===== config.mk =====
export PLATFORM = sky130hd
export DESIGN_NAME = pipe_rca_add
export DESIGN_NICKNAME = d
export VERILOG_FILES = /design/src/rtl/pipe_rca_pkg.sv /design/src/rtl/rca_seg.sv /design/src/rtl/pipe_rca_add.sv
export SDC_FILE = /design/constraint.sdc
export NUM_CORES = 1
export LEC_CHECK = 0
export ABC_AREA = 1
export BUFFER_PORTS_ARGS = -buffer_cell sky130_fd_sc_hd__buf_2
export CAP_MARGIN = 10
export CORE_MARGIN = 1
export CORE_UTILIZATION = 40
export CTS_BUF_LIST = sky130_fd_sc_hd__clkbuf_16
export DETAILED_ROUTE_END_ITERATION = 16
export PLACE_DENSITY = 0.58
export SLEW_MARGIN = 20
export SYNTH_ARGS = -nofsm -noshare
export SYNTH_HDL_FRONTEND = slang
export SYNTH_SLANG_ARGS = --single-unit

===== constraint.sdc =====
create_clock -name clk -period 16.1 [get_ports clk]
set_input_delay 3.22 -clock clk [delete_from_list [all_inputs] [get_ports clk]]
set_output_delay 3.22 -clock clk [all_outputs]
set_load 0.005 [all_outputs]

===== src/rtl/pipe_rca_pkg.sv =====
// Shared types and elaboration helpers for the pipelined ripple-carry adder
// (pipe_rca_add, rca_seg).
package pipe_rca_pkg;

  // Per-stage record: beat-valid flag and the carry handed to the next stage.
  typedef struct packed {
    logic vld;
    logic c;
  } stage_t;

  function automatic int nseg(input int width, input int seg_w);
    return (seg_w > 0) ? (width / seg_w) : 1;
  endfunction

  function automatic bit seg_legal(input int width, input int seg_w);
    return (seg_w > 0) && (width >= seg_w) && ((width % seg_w) == 0);
  endfunction

endpackage


===== src/rtl/rca_seg.sv =====
// Combinational SEG_W-bit ripple-carry segment; also exposes the carry into
// its MSB so the top stage can derive signed overflow.
module rca_seg
  import pipe_rca_pkg::*;
#(
  parameter int SEG_W = 8
) (
  input  logic [SEG_W-1:0] x,
  input  logic [SEG_W-1:0] y,
  input  logic             ci,
  output logic [SEG_W-1:0] s,
  output logic             co,
  output logic             c_msb_in
);

  logic [SEG_W:0] c_s;

  // Bit-by-bit ripple through the segment.
  always_comb begin
    c_s    = '0;
    s      = '0;
    c_s[0] = ci;
    for (int i = 0; i < SEG_W; i++) begin
      s[i]     = x[i] ^ y[i] ^ c_s[i];
      c_s[i+1] = (x[i] & y[i]) | (c_s[i] & (x[i] ^ y[i]));
    end
  end

  assign co       = c_s[SEG_W];
  assign c_msb_in = c_s[SEG_W-1];

endmodule


===== src/rtl/pipe_rca_add.sv =====
// Pipelined ripple-carry adder, one SEG_W-bit segment per stage, valid/ready
// handshake with a global stall. Define PIPE_RCA_SUB_EN to add the sub port.
module pipe_rca_add
  import pipe_rca_pkg::*;
#(
  parameter int WIDTH = 32,
  parameter int SEG_W = 8
) (
  input  logic             clk,
  input  logic             rst_n,
  input  logic             in_valid,
  output logic             in_ready,
  input  logic [WIDTH-1:0] a,
  input  logic [WIDTH-1:0] b,
  input  logic             cin,
`ifdef PIPE_RCA_SUB_EN
  input  logic             sub,
`endif
  output logic             out_valid,
  input  logic             out_ready,
  output logic [WIDTH-1:0] sum,
  output logic             cout,
  output logic             ovf
);

  localparam int NSEG = nseg(WIDTH, SEG_W);

  if (!seg_legal(WIDTH, SEG_W)) begin : g_bad_params
    $error("pipe_rca_add: WIDTH must be a non-zero multiple of SEG_W");
  end

  logic             en_s;
  logic [WIDTH-1:0] bx_s;
  logic             ovf_r;

  // acc_r[k]: sum segments 0..k completed, operand A segments above still pending.
  // bsk_r[k]: remaining B' segments, shifted so the next one sits at bit 0.
  stage_t           st_r      [NSEG];
  logic [WIDTH-1:0] acc_r     [NSEG];
  logic [WIDTH-1:0] bsk_r     [NSEG];
  logic [WIDTH-1:0] base_s    [NSEG];
  logic [WIDTH-1:0] bin_s     [NSEG];
  logic [WIDTH-1:0] acc_nxt_s [NSEG];
  logic [SEG_W-1:0] xs_s      [NSEG];
  logic [SEG_W-1:0] ys_s      [NSEG];
  logic [SEG_W-1:0] s_s       [NSEG];
  logic             cm_s      [NSEG];
  logic [NSEG-1:0]  ci_s;
  logic [NSEG-1:0]  co_s;
  logic [NSEG-1:0]  vin_s;

`ifdef PIPE_RCA_SUB_EN
  assign bx_s = sub ? ~b : b;
`else
  assign bx_s = b;
`endif

  assign out_valid = st_r[NSEG-1].vld;
  assign en_s      = !(out_valid && !out_ready);
  assign in_ready  = en_s;
  assign sum       = acc_r[NSEG-1];
  assign cout      = st_r[NSEG-1].c;
  assign ovf       = ovf_r;

  // Gather each stage's operands, carry-in and valid from its predecessor.
  always_comb begin
    ci_s     = '0;
    vin_s    = '0;
    base_s[0] = a;
    bin_s[0]  = bx_s;
    ci_s[0]   = cin;
    vin_s[0]  = in_valid;
    for (int k = 1; k < NSEG; k++) begin
      base_s[k] = acc_r[k-1];
      bin_s[k]  = bsk_r[k-1];
      ci_s[k]   = st_r[k-1].c;
      vin_s[k]  = st_r[k-1].vld;
    end
    for (int k = 0; k < NSEG; k++) begin
      xs_s[k] = base_s[k][k*SEG_W +: SEG_W];
      ys_s[k] = bin_s[k][SEG_W-1:0];
    end
  end

  for (genvar k = 0; k < NSEG; k++) begin : g_seg
    rca_seg #(
      .SEG_W (SEG_W)
    ) u_seg (
      .x        (xs_s[k]),
      .y        (ys_s[k]),
      .ci       (ci_s[k]),
      .s        (s_s[k]),
      .co       (co_s[k]),
      .c_msb_in (cm_s[k])
    );
  end

  // Splice each stage's fresh partial sum into its slot of the travelling word.
  always_comb begin
    for (int k = 0; k < NSEG; k++) begin
      acc_nxt_s[k]                    = base_s[k];
      acc_nxt_s[k][k*SEG_W +: SEG_W] = s_s[k];
    end
  end

  // Stage registers: cleared by reset, frozen as a whole while the output stalls.
  always_ff @(posedge clk) begin
    if (!rst_n) begin
      for (int k = 0; k < NSEG; k++) begin
        st_r[k]  <= '0;
        acc_r[k] <= '0;
        bsk_r[k] <= '0;
      end
      ovf_r <= 1'b0;
    end else if (en_s) begin
      for (int k = 0; k < NSEG; k++) begin
        st_r[k]  <= '{vld: vin_s[k], c: co_s[k]};
        acc_r[k] <= acc_nxt_s[k];
        bsk_r[k] <= bin_s[k] >> SEG_W;
      end
      ovf_r <= co_s[NSEG-1] ^ cm_s[NSEG-1];
    end
  end

endmodule


Word level (Yosys, flattened, before mapping):

Memory sizes are Yosys's and may differ from the RTL's.
Index checks and enable logic that the tools add are counted.

* register bits: 1
* bits in writable memories: 232
* input port bits: 69
* word-level logic and storage cells: 196
* memories kept: 3

Memories
* acc_r: depth 4, width 32, read ports 4, clocked after Yosys merged registers in 0, write ports 4, RTL line pipe_rca_add.sv:39 `logic [WIDTH-1:0] acc_r [NSEG];`
* bsk_r: depth 4, width 24, read ports 3, clocked after Yosys merged registers in 0, write ports 4, RTL line pipe_rca_add.sv:40 `logic [WIDTH-1:0] bsk_r [NSEG];`
* st_r: depth 4, width 2, read ports 4, clocked after Yosys merged registers in 0, write ports 4, RTL line pipe_rca_add.sv:38 `stage_t st_r [NSEG];`

* multiplexer cells: 16
* bitwise logic cells: 173
* reduce and logical (&&, ||, !) cells: 3

Operators with widths (number)
* two-way mux 32 bit: 4
* two-way mux 24 bit: 4
* XOR 1 bit: 65
* AND 1 bit: 64
* OR 1 bit: 44
* two-way mux 2 bit: 4
* two-way mux 1 bit: 4
* zero test 1 bit: 2
* logical AND 1 bit: 1

Longest topological paths before layout:

An unclocked memory read counts as a cell.

* word-level depth: 19
* depth in mapped cells: 16
* mapped depth without buffers: 16

Modules after synthesis:

A second synthesis with hierarchy kept.

* cell total of the unflattened synthesis: 691
* area, all modules: 8226.6 um2

Modules (own cells, without submodules)
* pipe_rca_add: times used 1, cells an instance 619, area an instance 7435.9 um2
* rca_seg: times used 4, cells an instance 18, area an instance 197.7 um2

Worst setup path after synthesis:

No wires, ideal clock.

* path kind: input-to-reg
* start point: input out_ready
* end point: memory acc_r[0][0], enable pin
* data arrival time: 6410 ps
* data required time: 14622 ps
* path slack: 8212 ps
* stages: 4
* path buffers: 0
* cells stage by stage: inv_1 > nand2_1 > inv_1 > nand2_1

RTL lines
* from (decl): RTL line pipe_rca_add.sv:20 `input logic out_ready,`
* to (decl): RTL line pipe_rca_add.sv:39

Final worst setup path:

* start point: input out_ready
* end point: output in_ready

* cells in the longest elaborated chain, start to end: 3

RTL lines
* zero test 1 bit: RTL line pipe_rca_add.sv:59 `assign en_s = !(out_valid && !out_ready);`
* logical AND 1 bit: RTL line pipe_rca_add.sv:59
* zero test 1 bit: RTL line pipe_rca_add.sv:59
* to (decl): RTL line pipe_rca_add.sv:12 `output logic in_ready,`

Every way passes these cells.

==> metrics <==
status=finished clean; Clk Latency, worst-skew pair=430 ps; vias per std cell=approximately 3.9; count of inserted antenna diode cells=0; WL final=around 11,000 um; Max Slew Vio Count=0; count of cell types in the netlist=12; RSZ-0062 raised after global routing=false; Yosys warning total=0; Synth Area in Simple Gates=around 9%; CTS Hold Buffers Added=0; largest net degree at the start of global routing=a little over 100; drt initial violations=242; worst r2r src=bsk_r[0][48]; setup_tns=0 ps; final worst-path cycle share=42.2%; Pleak=4.25 nW; TritonCTS clock tree=built; fill cell count=1,821; Post-Synthesis Cells=approximately 670; main combinational cell family by area after synthesis=buffers and inverters; chip height=around 140 um; Residual DRC=0; f_max=around 150 MHz; Synth-to-Final Area Change=12.4%; compound-cell area share of the yosys netlist=less than 1%; number of global-route vias before repair=3,682; crit path kind=in2out; Max FO, Critical Path=2; Post-synth EDFFs=184; via count=3,953; FP Rows=between 50 and 60; Syn Nets=approximately 770; Peak VDD IR=approximately 0.070 mV; Setup Buffers After CTS=0; post-synthesis adder-cell area fraction=7.87%; Placer Congestion=roughly 0.7; Die Area=approximately 0.021 mm^2; Post-CTS Resized=0; total grt overflow=0; Synth top cells by count=inv_1 (204), edfxtp_1 (184), nor2_1 (184); Max Cap Viol=0; Required @ worst endpoint=12,880 ps; Hold Fails Final Rpt=0; hold_sp=ovf; mux contribution to synthesized area=0%; Synth Area in XOR/XNOR=0%; CTS Root Cell=clkbuf_16; Worst Tran Pin Value=slightly below 1000 ps; Avg Cell Area, Syn=approximately 12 um^2; PnR Total Power=around 1.0 mW; # port buffers=approximately 100; GRT Total Usage=11.4%; hpwl dp=between 6000 and 7000 um; top-count cell post-synth=inv_1; fin nets=842; Top FF cell, synth=edfxtp_1; Num CTS Buffers=17; Initial Util=between 40 and 50%; sequential fraction of the synthesis area=roughly two thirds; Clock Sinks=between 150 and 200; Longest Clk Path Bufs=2; # IOs=about 110; H-Tree Depth=4; layout cells sized above 1=18.8%; synth top area cells=edfxtp_1 (68%), inv_1 (9.4%), nor2_1 (8.5%); Setup violations, final=0; average wire per standard cell=10.8 um; Placeable Area=a little under 0.02 mm^2; clock skew=10.7 ps; share of the synthesized area in the top cell type=approximately two thirds; 1st-pass router iterations=4; worst hold path cell count=2; #FFs+latches synth=around 190; first-pass GRT wire length=between 15,000 and 20,000 um; R2R depth=12; initial antenna violation count=0; Worst setup SP type=input port; HP Class=reg2reg; ys async rst share=0%; cell area after synthesis=~0.0081 mm^2; Die Wd=between 100 and 150 um; WP data arrival=around 3600 ps; Slew headroom=34.7%; largest area contributor in the synthesized netlist=edfxtp_1; worst slack at placement=approximately 9300 ps; Final ANT Viol Nets=0; Pwr Density=~110 mW/mm^2; setup ws final=approximately 9300 ps; Critical Path End Type=output port; CP Launch Point=out_ready; Final min period=slightly below 7000 ps; clk slew on worst S/H paths=about 70 ps
-- flip-flops by register name, summed over array words and instances, names as in the netlist --
register / cells
acc_r: 128
ovf: 1
st_r: 8
bsk_r: 48
-- worst paths after layout --
kind | endpoint | slack, ps
worst min register to register | ovf | 470
worst min-delay path | ovf | 470
worst max register to register | acc_r[0][127] | 11980
worst max-delay path | in_ready | 9310
-- power breakdown --
group,internal [mW],leakage [nW],switching (mW)
registers,0.565,2.19,0.0106
logic,0.0280,1.77,0.0391
clock network,0.207,0.284,0.197
total,0.800,4.25,0.247
-- final cells by class --
| class | instances | area, um^2 | share of cell area (%) |
|---|---|---|---|
| clock buffer | 17 | 425 | 4.65 |
| clock inverter | 15 | 149 | 1.63 |
| inverter | 205 | 774 | 8.47 |
| multi-input combinational | 225 | 1380 | 15.1 |
| sequential | 185 | 5550 | 60.6 |
| tap | 265 | 332 | 3.62 |
| timing repair buffer | 107 | 543 | 5.94 |
-- cell families after synthesis --
family,after synthesis
buf+inv,257
compound gates,1
simple gates,192
flops,185
fa+ha+maj,32
-- layout by cell type (no fill, tap or decap) --
cell type  Yosys  final
nand2_1        7      6
inv_8          0      4
nor2_1       184    184
dfxtp_1        1      1
buf_2          0    104
clkbuf_16      0     17
nand3_1        1      1
edfxtp_1     184    184
nand2_4        0      1
buf_4         32      3
fa_1          32     32
inv_6          0      7
a21oi_2        1      1
inv_1        204    204
clkinv_8       0      1
clkinv_4       0      4
-- routing by layer --
metal | track usage (%) | routed length (um) | vias to the layer above
met5 | 0 | 0 | -
met4 | 6.15 | 191 | 0
met3 | 2.72 | 350 | 12
met2 | 16.3 | 4940 | 71
met1 | 15.9 | 5530 | 1771
li1 | - | - | 2099
-- through the flow --
step | instances | util (%) | hold WS, ps | area (um^2)
CTS | 1019 | 46.4 | 476 | 9150
global route | 1019 | 46.4 | 508 | 9150
global placement | 987 | 43.5 | 460 | 8570
finish | 1019 | 46.4 | 470 | 9150
detailed placement | 987 | 43.5 | 465 | 8570
floorplan | 667 | - | 463 | 8140
-- worst max-delay path, stage by stage --
cell and delay, ps:
buf_2 90, inv_1 70, nand2_1 60, buf_2 120
No activity file was read; power rests on OpenSTA's default activity.
